<file path="src/rtl/infra/defs.vh">
// Shared grid geometry and 3-bit {R,G,B} palette for the tile renderer.
`ifndef TILE_RENDERER_DEFS_VH
`define TILE_RENDERER_DEFS_VH

`define GRID_COLS 160
`define GRID_ROWS 120

`define COL_BLK   3'b000
`define COL_BG    3'b001
`define COL_EDGE  3'b111
`define COL_HEAD  3'b110
`define COL_APPLE 3'b100
`define COL_BODY  3'b010

`endif

</file>
<file path="src/rtl/tile_renderer_pkg.sv">
// Shared types for the tile renderer: coordinate widths and palette selection.
`include "infra/defs.vh"

package tile_renderer_pkg;

   localparam int GX_W = 8;
   localparam int GY_W = 7;

   typedef enum logic [2:0] {
      PAL_BLK,
      PAL_BG,
      PAL_EDGE,
      PAL_HEAD,
      PAL_APPLE,
      PAL_BODY
   } pal_sel_t;

   function automatic logic [2:0] pal_rgb(input pal_sel_t sel);
      logic [2:0] c;
      c = `COL_BLK;
      case (sel)
         PAL_BG:    c = `COL_BG;
         PAL_EDGE:  c = `COL_EDGE;
         PAL_HEAD:  c = `COL_HEAD;
         PAL_APPLE: c = `COL_APPLE;
         PAL_BODY:  c = `COL_BODY;
         default:   c = `COL_BLK;
      endcase
      return c;
   endfunction

endpackage

</file>
<file path="src/rtl/tile_renderer_blink_timer.sv">
// Game-over blink timer: counts frames while game_over is high and toggles the
// snake visibility phase every BLINK_FRAMES frames.
module blink_timer #(
   parameter int BLINK_FRAMES = 16
) (
   input  logic clk,
   input  logic rst_n,
   input  logic pix_en,
   input  logic frame_start,
   input  logic game_over,
   output logic phase
);

   localparam int CNT_W = (BLINK_FRAMES > 1) ? $clog2(BLINK_FRAMES) : 1;

   logic [CNT_W-1:0] cnt_d, cnt_q;
   logic             phase_d, phase_q;

   always_comb begin
      cnt_d   = cnt_q;
      phase_d = phase_q;
      if (pix_en) begin
         if (!game_over) begin
            cnt_d   = '0;
            phase_d = 1'b1;
         end else if (frame_start) begin
            // Toggling only on frame_start keeps the phase stable across a frame.
            if (cnt_q == CNT_W'(BLINK_FRAMES - 1)) begin
               cnt_d   = '0;
               phase_d = ~phase_q;
            end else begin
               cnt_d = cnt_q + 1'b1;
            end
         end
      end
   end

   always_ff @(posedge clk or negedge rst_n) begin
      if (!rst_n) begin
         cnt_q   <= '0;
         phase_q <= 1'b1;
      end else begin
         cnt_q   <= cnt_d;
         phase_q <= phase_d;
      end
   end

   assign phase = phase_q;

endmodule

</file>
<file path="src/rtl/tile_renderer.sv">
// Two-stage tile colour pipeline for a snake playfield; optional game-over
// blink enabled with RENDER_BLINK_EN.
`include "infra/defs.vh"

module tile_renderer
   import tile_renderer_pkg::*;
#(
   parameter int CW           = 1,
   parameter int COLS         = `GRID_COLS,
   parameter int ROWS         = `GRID_ROWS,
   parameter int BLINK_FRAMES = 16,
   localparam int AW          = $clog2(COLS * ROWS)
) (
   input  logic              clk,
   input  logic              rst_n,
   input  logic              pix_en,
   input  logic              de,
   input  logic [GX_W-1:0]   gx,
   input  logic [GY_W-1:0]   gy,
   input  logic              frame_start,
   input  logic [GX_W-1:0]   head_x,
   input  logic [GY_W-1:0]   head_y,
   input  logic [GX_W-1:0]   apple_x,
   input  logic [GY_W-1:0]   apple_y,
   input  logic              game_over,
   output logic [AW-1:0]     map_rd_addr,
   input  logic              map_rd_data,
   output logic [3*CW-1:0]   rgb,
   output logic              de_o
);

   function automatic logic [3*CW-1:0] expand(input logic [2:0] c);
      return {{CW{c[2]}}, {CW{c[1]}}, {CW{c[0]}}};
   endfunction

   logic blink_phase;

`ifdef RENDER_BLINK_EN
   blink_timer #(
      .BLINK_FRAMES (BLINK_FRAMES)
   ) u_blink_timer (
      .clk         (clk),
      .rst_n       (rst_n),
      .pix_en      (pix_en),
      .frame_start (frame_start),
      .game_over   (game_over),
      .phase       (blink_phase)
   );
`else
   logic unused_blink;
   assign blink_phase  = 1'b1;
   assign unused_blink = ^{frame_start, game_over} ^ (BLINK_FRAMES > 0);
`endif

   logic          in_range, border, head_hit, apple_hit;
   logic [AW-1:0] lin_addr;

   logic          de_d, de_q;
   logic          vis_d, vis_q;
   logic          border_d, border_q;
   logic          head_d, head_q;
   logic          apple_d, apple_q;
   logic [AW-1:0] addr_d, addr_q;

   always_comb begin
      in_range  = (int'(gx) < COLS) && (int'(gy) < ROWS);
      border    = (gx == '0) || (int'(gx) == COLS - 1) ||
                  (gy == '0) || (int'(gy) == ROWS - 1);
      head_hit  = (gx == head_x) && (gy == head_y);
      apple_hit = (gx == apple_x) && (gy == apple_y);
      lin_addr  = AW'(gy) * AW'(COLS) + AW'(gx);

      de_d     = de_q;
      vis_d    = vis_q;
      border_d = border_q;
      head_d   = head_q;
      apple_d  = apple_q;
      addr_d   = addr_q;
      if (pix_en) begin
         de_d     = de;
         // Off-grid beam positions render black and must not index the map.
         vis_d    = de && in_range;
         border_d = in_range && border;
         head_d   = in_range && head_hit;
         apple_d  = in_range && apple_hit;
         addr_d   = in_range ? lin_addr : '0;
      end
   end

   pal_sel_t        sel;
   logic [3*CW-1:0] rgb_d, rgb_q;
   logic            de_o_d, de_o_q;

   always_comb begin
      sel = PAL_BLK;
      if (!vis_q)
         sel = PAL_BLK;
      else if (border_q)
         sel = PAL_EDGE;
      else if (head_q)
         sel = blink_phase ? PAL_HEAD : PAL_BG;
      else if (apple_q)
         sel = PAL_APPLE;
      else if (map_rd_data)
         sel = blink_phase ? PAL_BODY : PAL_BG;
      else
         sel = PAL_BG;

      rgb_d  = rgb_q;
      de_o_d = de_o_q;
      if (pix_en) begin
         rgb_d  = expand(pal_rgb(sel));
         de_o_d = de_q;
      end
   end

   always_ff @(posedge clk or negedge rst_n) begin
      if (!rst_n) begin
         de_q     <= 1'b0;
         vis_q    <= 1'b0;
         border_q <= 1'b0;
         head_q   <= 1'b0;
         apple_q  <= 1'b0;
         addr_q   <= '0;
         rgb_q    <= '0;
         de_o_q   <= 1'b0;
      end else begin
         de_q     <= de_d;
         vis_q    <= vis_d;
         border_q <= border_d;
         head_q   <= head_d;
         apple_q  <= apple_d;
         addr_q   <= addr_d;
         rgb_q    <= rgb_d;
         de_o_q   <= de_o_d;
      end
   end

   assign map_rd_addr = addr_q;
   assign rgb         = rgb_q;
   assign de_o        = de_o_q;

endmodule

</file>
<file path="config.mk">
export PLATFORM = sky130hd
export DESIGN_NAME = tile_renderer
export DESIGN_NICKNAME = d
export VERILOG_FILES = /design/src/rtl/tile_renderer_pkg.sv /design/src/rtl/tile_renderer_blink_timer.sv /design/src/rtl/tile_renderer.sv
export VERILOG_INCLUDE_DIRS = /design/src /design/src/rtl/infra
export SDC_FILE = /design/constraint.sdc
export NUM_CORES = 1
export LEC_CHECK = 0
export ABC_CLOCK_PERIOD_IN_PS = 2400
export CAP_MARGIN = 20
export CORE_ASPECT_RATIO = 1.2
export CORE_MARGIN = 1
export CORE_UTILIZATION = 48
export DETAILED_ROUTE_END_ITERATION = 8
export GPL_TIMING_DRIVEN = 1
export PLACE_DENSITY = 0.95
export SYNTH_ARGS = -nofsm -noshare
export SYNTH_HDL_FRONTEND = slang
export SYNTH_HIERARCHICAL = 1
export SYNTH_SLANG_ARGS = --single-unit
</file>
<file path="constraint.sdc">
create_clock -name clk -period 2.4 [get_ports clk]
set_input_delay 0.6 -clock clk [delete_from_list [all_inputs] [get_ports clk]]
set_output_delay 0.6 -clock clk [all_outputs]
set_load 0.1 [all_outputs]
</file>
==> flow_summary.toml, run 1 <==
[cts]
cts_sinks = 24
clockBufferDepth = 2
clockRootBuffer = "clkbuf_8"
tritoncts.num_buffers = 3
clock_latency_ns = 0.28
tritoncts = "yes"
htree_levels = 1
cts.reportedPaths.clkPinSlew_ns = 0.08
holdBufCountCts = 0

[worst_setup_path]
worst_r2r_path_depth = 2
cp.arrival_ns = 2.54
endpoint_kind = "flip-flop"
rr_endpoint = "rgb[2]"
worstPathRequired_ns = 2.59
r2r-start = "head_q"
regToRegSetupSlack_ns = 1.25
critPathKind = "in -> reg"
path_max_fanout = 2
setup.worst_path.start_class = "input port"

[die]
num_rows = 24
die_h_microns = 71.2
ioPinCount = 71
die_area_sq_um = 4250
die_width_microns = 59.7
core_sq_um = 3720
start_util_pct = 51.4

[synth]
seq_area_frac_synth_pct = 31.4
synth_area_leaders = "dfrtp_1, xnor2_1, ha_1, o2bb2ai_1, xor2_1"
synthCells = 205
syn_area_per_cell_sq_um = 9.34
syn_nets = 272
yosysWarnings = 6
synth_top_area_share_pct = 31.4
ys_types = 45
synthesis.area_sq_um = 1920
synth_top_area_cell = "dfrtp_1"
synth-seq-cells = 24

[sta]
rsz0062_at_grt = "yes"
slew_headroom_pct = 70.5
hold_viol_final = 0
fin_tns_setup_ns = 0
fin_crit_sh_pct = 98.0
finalSetupViolations = 0
final_max_slew_viol_count = 0
period_needed_ns = 2.35
max_freq_mhz = 425
skew_ns = 0.0179
tightest_slew_ns = 0.438

[global_routing]
grt_max_degree = 25
antenna_found_initial = 0
grt_remaining_overflow = 0
grt_pass1_vias = 2337
grt_use_total_pct = 37.1
grt_pass1_wl_microns = 11600

[power]
switchingPower_uw = 780
clockPowerShare_pct = 20.2
irDropWorstVdd_v = 0.000510
p_int_uw = 1040
p_comb_share_pct = 53.4
switching_share_pct = 43.0
seq_power_share_pct = 26.4
p_leak_uw = 0.00132
p_per_area_nw_per_um2 = 589

[worst_hold_path]
hold_start = "map_rd_addr[11]"
hp-class = "reg -> reg"
min_path_cells = 1
hold_path_end = "map_rd_addr[11]"

[detailed_routing]
wl_per_cell_microns = 21.3
antenna_left = 0
dr.pass1.iters = 5
viasPerCell = 6.21
drt-initial-drc-count = 225
dr_total_vias = 2223
finalWirelength_microns = 7640
drc_errors = 0

[status]
outcome = "finished, final reports clean"

[placement]
hpwl_microns = 5220
portBuffers = 68
place_area_sq_um = 2850
place_congestion = 0.852
dp.cells = 351

[finish]
layout_common_cells = "buf_4, clkdlybuf4s50_1, xnor2_1, dfrtp_1, nand2_1"
num_antenna_cells = 0
instances_no_fill = 358
layout_commonest_cell = "buf_4"
final_layout_size_suffix_gt1_share_pct = 29.1
area_delta_synth_final_pct = 60.9
design_area_sq_um = 3080
fin_nets = 374

[job]
maxCapViolCount = 0
## Yosys cell counts (all sizes together)
cell / number
mux2: 1
clkbuf: 4
o211a: 1
o2111ai: 2
o2bb2ai: 12
or3b: 1
dfrtp: 24
xor2: 9
a211o: 3
a31o: 1
fa: 2
a2111oi: 1
a311oi: 1
nand4b: 1
nand2b: 1
nand2: 20
nor3: 6
a21o: 3
o21ba: 1
xnor2: 28
nor2: 11
o21ai: 8
a41oi: 1
o41ai: 1
or3: 1
nor3b: 1
a21oi: 2
o31ai: 1
a32o: 1
nand3b: 1
a211oi: 2
nor4: 4
o221ai: 1
ha: 13
buf: 3
inv: 9
nand4: 8
nand3: 7
a22o: 3
o311ai: 1
o21a: 1
and2: 1
or2: 1
and3: 1
## cell type report
cell class	count	area [sq um]
clock buffers	3	41.3
fillers	194	641
flip-flops and latches	24	601
clock inverters	1	30.0
well taps	52	65.1
inverters	9	33.8
multi-input cells	165	1430
repair buffers	104	883
## sequential cells by signal (all words and copies together) (netlist names)
signal / cells
apple_q: 1
border_q: 1
de_o: 1
de_q: 1
head_q: 1
map_rd_addr: 15
rgb: 3
vis_q: 1
## timing repair
item | 4_1_cts | 5_1_grt
resized for setup | 31 | 9
setup buffers | 2 | 1
endpoints found under the setup margin | 6 | 5
pin swaps | 13 | 12
cloned | 0 | 0
## metal layers
metal | vias to the layer above | part of all wire, % | track usage [%] | wire, microns
li1 | 956 | - | - | -
met1 | 1059 | 35 | 39.0 | 2670
met2 | 156 | 50 | 63.1 | 3830
met3 | 52 | 8.3 | 12.4 | 632
met4 | 0 | 6.6 | 20.9 | 506
met5 | - | 0 | 0 | 0
## cell families after synthesis
kind of cell	after synthesis	synth area share, %
AND/OR/NAND/NOR	65	17.4
AO/OA/AOI/OAI	47	19.9
XOR/XNOR	37	16.9
flip-flops	24	31.4
buffers and inverters	16	3.33
adder cells (fa/ha/maj)	15	10.6
multiplexers	1	0.588
## how the worst max path moves through the flow
stage / from / to
final: gy[3] / map_rd_addr[14]
after floorplan: gy[1] / map_rd_addr[13]
after CTS: gy[4] / map_rd_addr[12]
after detailed placement: gy[3] / map_rd_addr[12]
after global routing: gy[3] / map_rd_addr[14]
after global placement: gy[3] / map_rd_addr[13]
## power by group through the flow
| stage | sequential (uW) | clock [uW] | combinational [uW] |
|---|---|---|---|
| 3_3_place_gp | 484 | 0 | 855 |
| 2_1_floorplan | 787 | 0 | 254 |
| 3_5_place_dp | 486 | 0 | 880 |
| 6_report | 480 | 366 | 969 |
| 5_1_grt | 483 | 379 | 1020 |
| 4_1_cts | 479 | 366 | 928 |
## through the flow
| stage | power (uW) | utilization (%) | setup slack, ns | hold WS, ns |
|---|---|---|---|---|
| 2_1_floorplan | 1040 | - | -0.0366 | 0.304 |
| 4_1_cts | 1770 | 81.2 | 0.0143 | 0.500 |
| 3_5_place_dp | 1370 | 76.4 | -0.717 | 0.475 |
| 6_report | 1820 | 82.8 | 0.0487 | 0.500 |
| 5_1_grt | 1880 | 82.8 | -0.0508 | 0.516 |
| 3_3_place_gp | 1340 | 76.4 | -0.598 | 0.469 |
## critical path, cell delays in order
cell	delay (ns)
buf_2	0.13
ha_4	0.28
ha_4	0.13
inv_2	0.05
fa_2	0.44
xnor2_4	0.15
nand4b_1	0.17
buf_4	0.19
a2111oi_4	0.19
a211oi_2	0.05
o2bb2ai_1	0.14
Note: power is estimated with default switching activity, not from simulation.
==> inputs of run 2 (changes only) <==
Settings changed: ABC_CLOCK_PERIOD_IN_PS 2400 to 2100, CORE_UTILIZATION 48 to 40, PLACE_DENSITY 0.95 to 0.86.
Clock period 2.4 ns to 2.1 ns, I/O delays scaled along.
==> run 2 against run 1 <==
The flow now finishes with violations (negative setup slack). Clock skew fell by 0.015 ns. Clock power up 8.7%. Non-clock buffer count stayed put. Worst hold slack worse by 0.0029 ns. Worst setup slack worse by 0.14 ns. Sequential share of layout area decreased by 0.34 points. Design area increased by 1.8%. Largest cell class unchanged. Largest power group unchanged.
==> flow_summary.toml, run 2 (synthesis results as in run 1) <==
[worst_setup_path]
worstPathRequired_ns = 2.29
endpoint_kind = "flip-flop"
cp.arrival_ns = 2.38
cp_top_family = "compound AO/OA/AOI/OAI gates"
critical_path_buf_inv_count = 2
setup.worst_path.start_class = "input port"
crit_path_cell_trace = "buf_12 -> ha_4 -> ha_4 -> inv_2 -> fa_2 -> nand2b_4 -> a21o_4 -> a2111oi_2 -> a211oi_1 -> o2bb2ai_1"
critical_path.max_stage_delay_ns = 0.38
crit_top_cell = "ha_4"
cp_slowest_cell = "fa_2"
path_max_fanout = 3
critPathKind = "in -> reg"

[global_routing]
antenna_found_initial = 0
grt_use_total_pct = 24.0
grt_pass1_wl_microns = 9470
grt_pass1_vias = 2097
grt_max_degree = 25
grt_remaining_overflow = 0

[sta]
final_max_slew_viol_count = 0
rsz0062_at_grt = "yes"
tightest_slew_ns = 0.366
hold_viol_final = 0
hold_ws_ns = 0.497
fin_crit_sh_pct = 104
setup_slack_ns = -0.0906
period_needed_ns = 2.19
fin_tns_setup_ns = -0.216
skew_ns = 0.00296
slew_headroom_pct = 75.4
max_freq_mhz = 456
finalSetupViolations = 4

[detailed_routing]
dr.pass1.iters = 4
viasPerCell = 5.56
wl_per_cell_microns = 16.9
drc_errors = 0
finalWirelength_microns = 6150
dr_total_vias = 2023
drt-initial-drc-count = 179
antenna_left = 0

[finish]
area_delta_synth_final_pct = 63.8
fin_nets = 374
num_antenna_cells = 0
largest_reg_flops = 15
instances_no_fill = 364
layout_common_cells = "buf_4, clkdlybuf4s50_1, xnor2_1, dfrtp_1, nand2_1"
multiInputGateArea_sq_um = 1450
final_layout_size_suffix_gt1_share_pct = 31.0
layout_commonest_cell = "buf_4"
utilization_pct = 68.3
fillCellCount = 344
regArea_sq_um = 601

[die]
die_width_microns = 65.2
ioPinCount = 71
die_area_sq_um = 5070
core_sq_um = 4590
num_rows = 27
start_util_pct = 41.7
die_h_microns = 77.8

[cts]
tritoncts.num_buffers = 3
clockBufferDepth = 2
holdBufCountCts = 0
clock_latency_ns = 0.26
cts_sinks = 24
cts.reportedPaths.clkPinSlew_ns = 0.08
clockRootBuffer = "clkbuf_8"
htree_levels = 1
tritoncts = "yes"

[placement]
portBuffers = 68
hpwl_microns = 4580
pre_cts_ws_ns = -0.851
dp.cells = 358
place_congestion = 0.846

[status]
outcome = "complete, but fails checks"
violations = "negative setup slack"

[power]
p_leak_uw = 0.00132
p_per_area_nw_per_um2 = 647
irDropWorstVdd_v = 0.000376

[worst_hold_path]
hp-class = "reg -> reg"

[job]
maxCapViolCount = 0
## run 2: layer usage
metal  vias up  wire length, microns  part of all wire (%)  GRT usage, %
li1        958                     -                     -             -
met3        22                   297                   4.8          3.38
met1       964                  2370                    38          26.7
met5         -                     0                     0             0
met2        79                  3240                    53          44.2
met4         0                   251                   4.1          10.0
## run 2: layout make-up
type	instances	share of cell area (%)
Timing Repair Buffer	104	28.9
Sequential cell	24	19.1
Tap cell	58	2.31
Clock buffer	3	1.32
Clock inverter	1	0.957
Inverter	9	1.08
Multi-Input combinational cell	165	46.3
## run 2: per-stage QoR
step	instance area (sq um)	total power (uW)
after global routing	3140	2120
after detailed placement	2920	1570
after floorplan	1990	1210
after CTS	3080	2000
after global placement	2920	1550
final	3140	2030
## run 2: what timing repair did
item	in CTS	in global routing
endpoints found under the setup margin	7	7
pin swaps	11	13
setup buffers	1	1
resized for setup	38	11
## run 2: where the power goes
group / switching, uW / internal (uW) / total [uW]
Clock: 144 / 255 / 398
Sequential: 33.1 / 514 / 547
Combinational: 670 / 414 / 1080
Total: 847 / 1180 / 2030
## run 2: final timing paths
check / start / to / slack (ns) / cells after the start
hold / removal: map_rd_addr[0] / map_rd_addr[0] / 0.50 / 1
hold reg to reg: map_rd_addr[0] / map_rd_addr[0] / 0.50 / 1
max in group asynchronous: rst_n / map_rd_addr[7] / 1.24 / 2
min in group asynchronous: rst_n / de_o / 0.62 / 2
setup / recovery: gy[3] / map_rd_addr[14] / -0.09 / 10
setup reg to reg: border_q / rgb[2] / 1.09 / 2
## run 2: worst register-to-register path, cell delays in order (launching register included)
cell and delay [ns]:
dfrtp_1 0.41, o311ai_0 0.34, o21ai_0 0.13
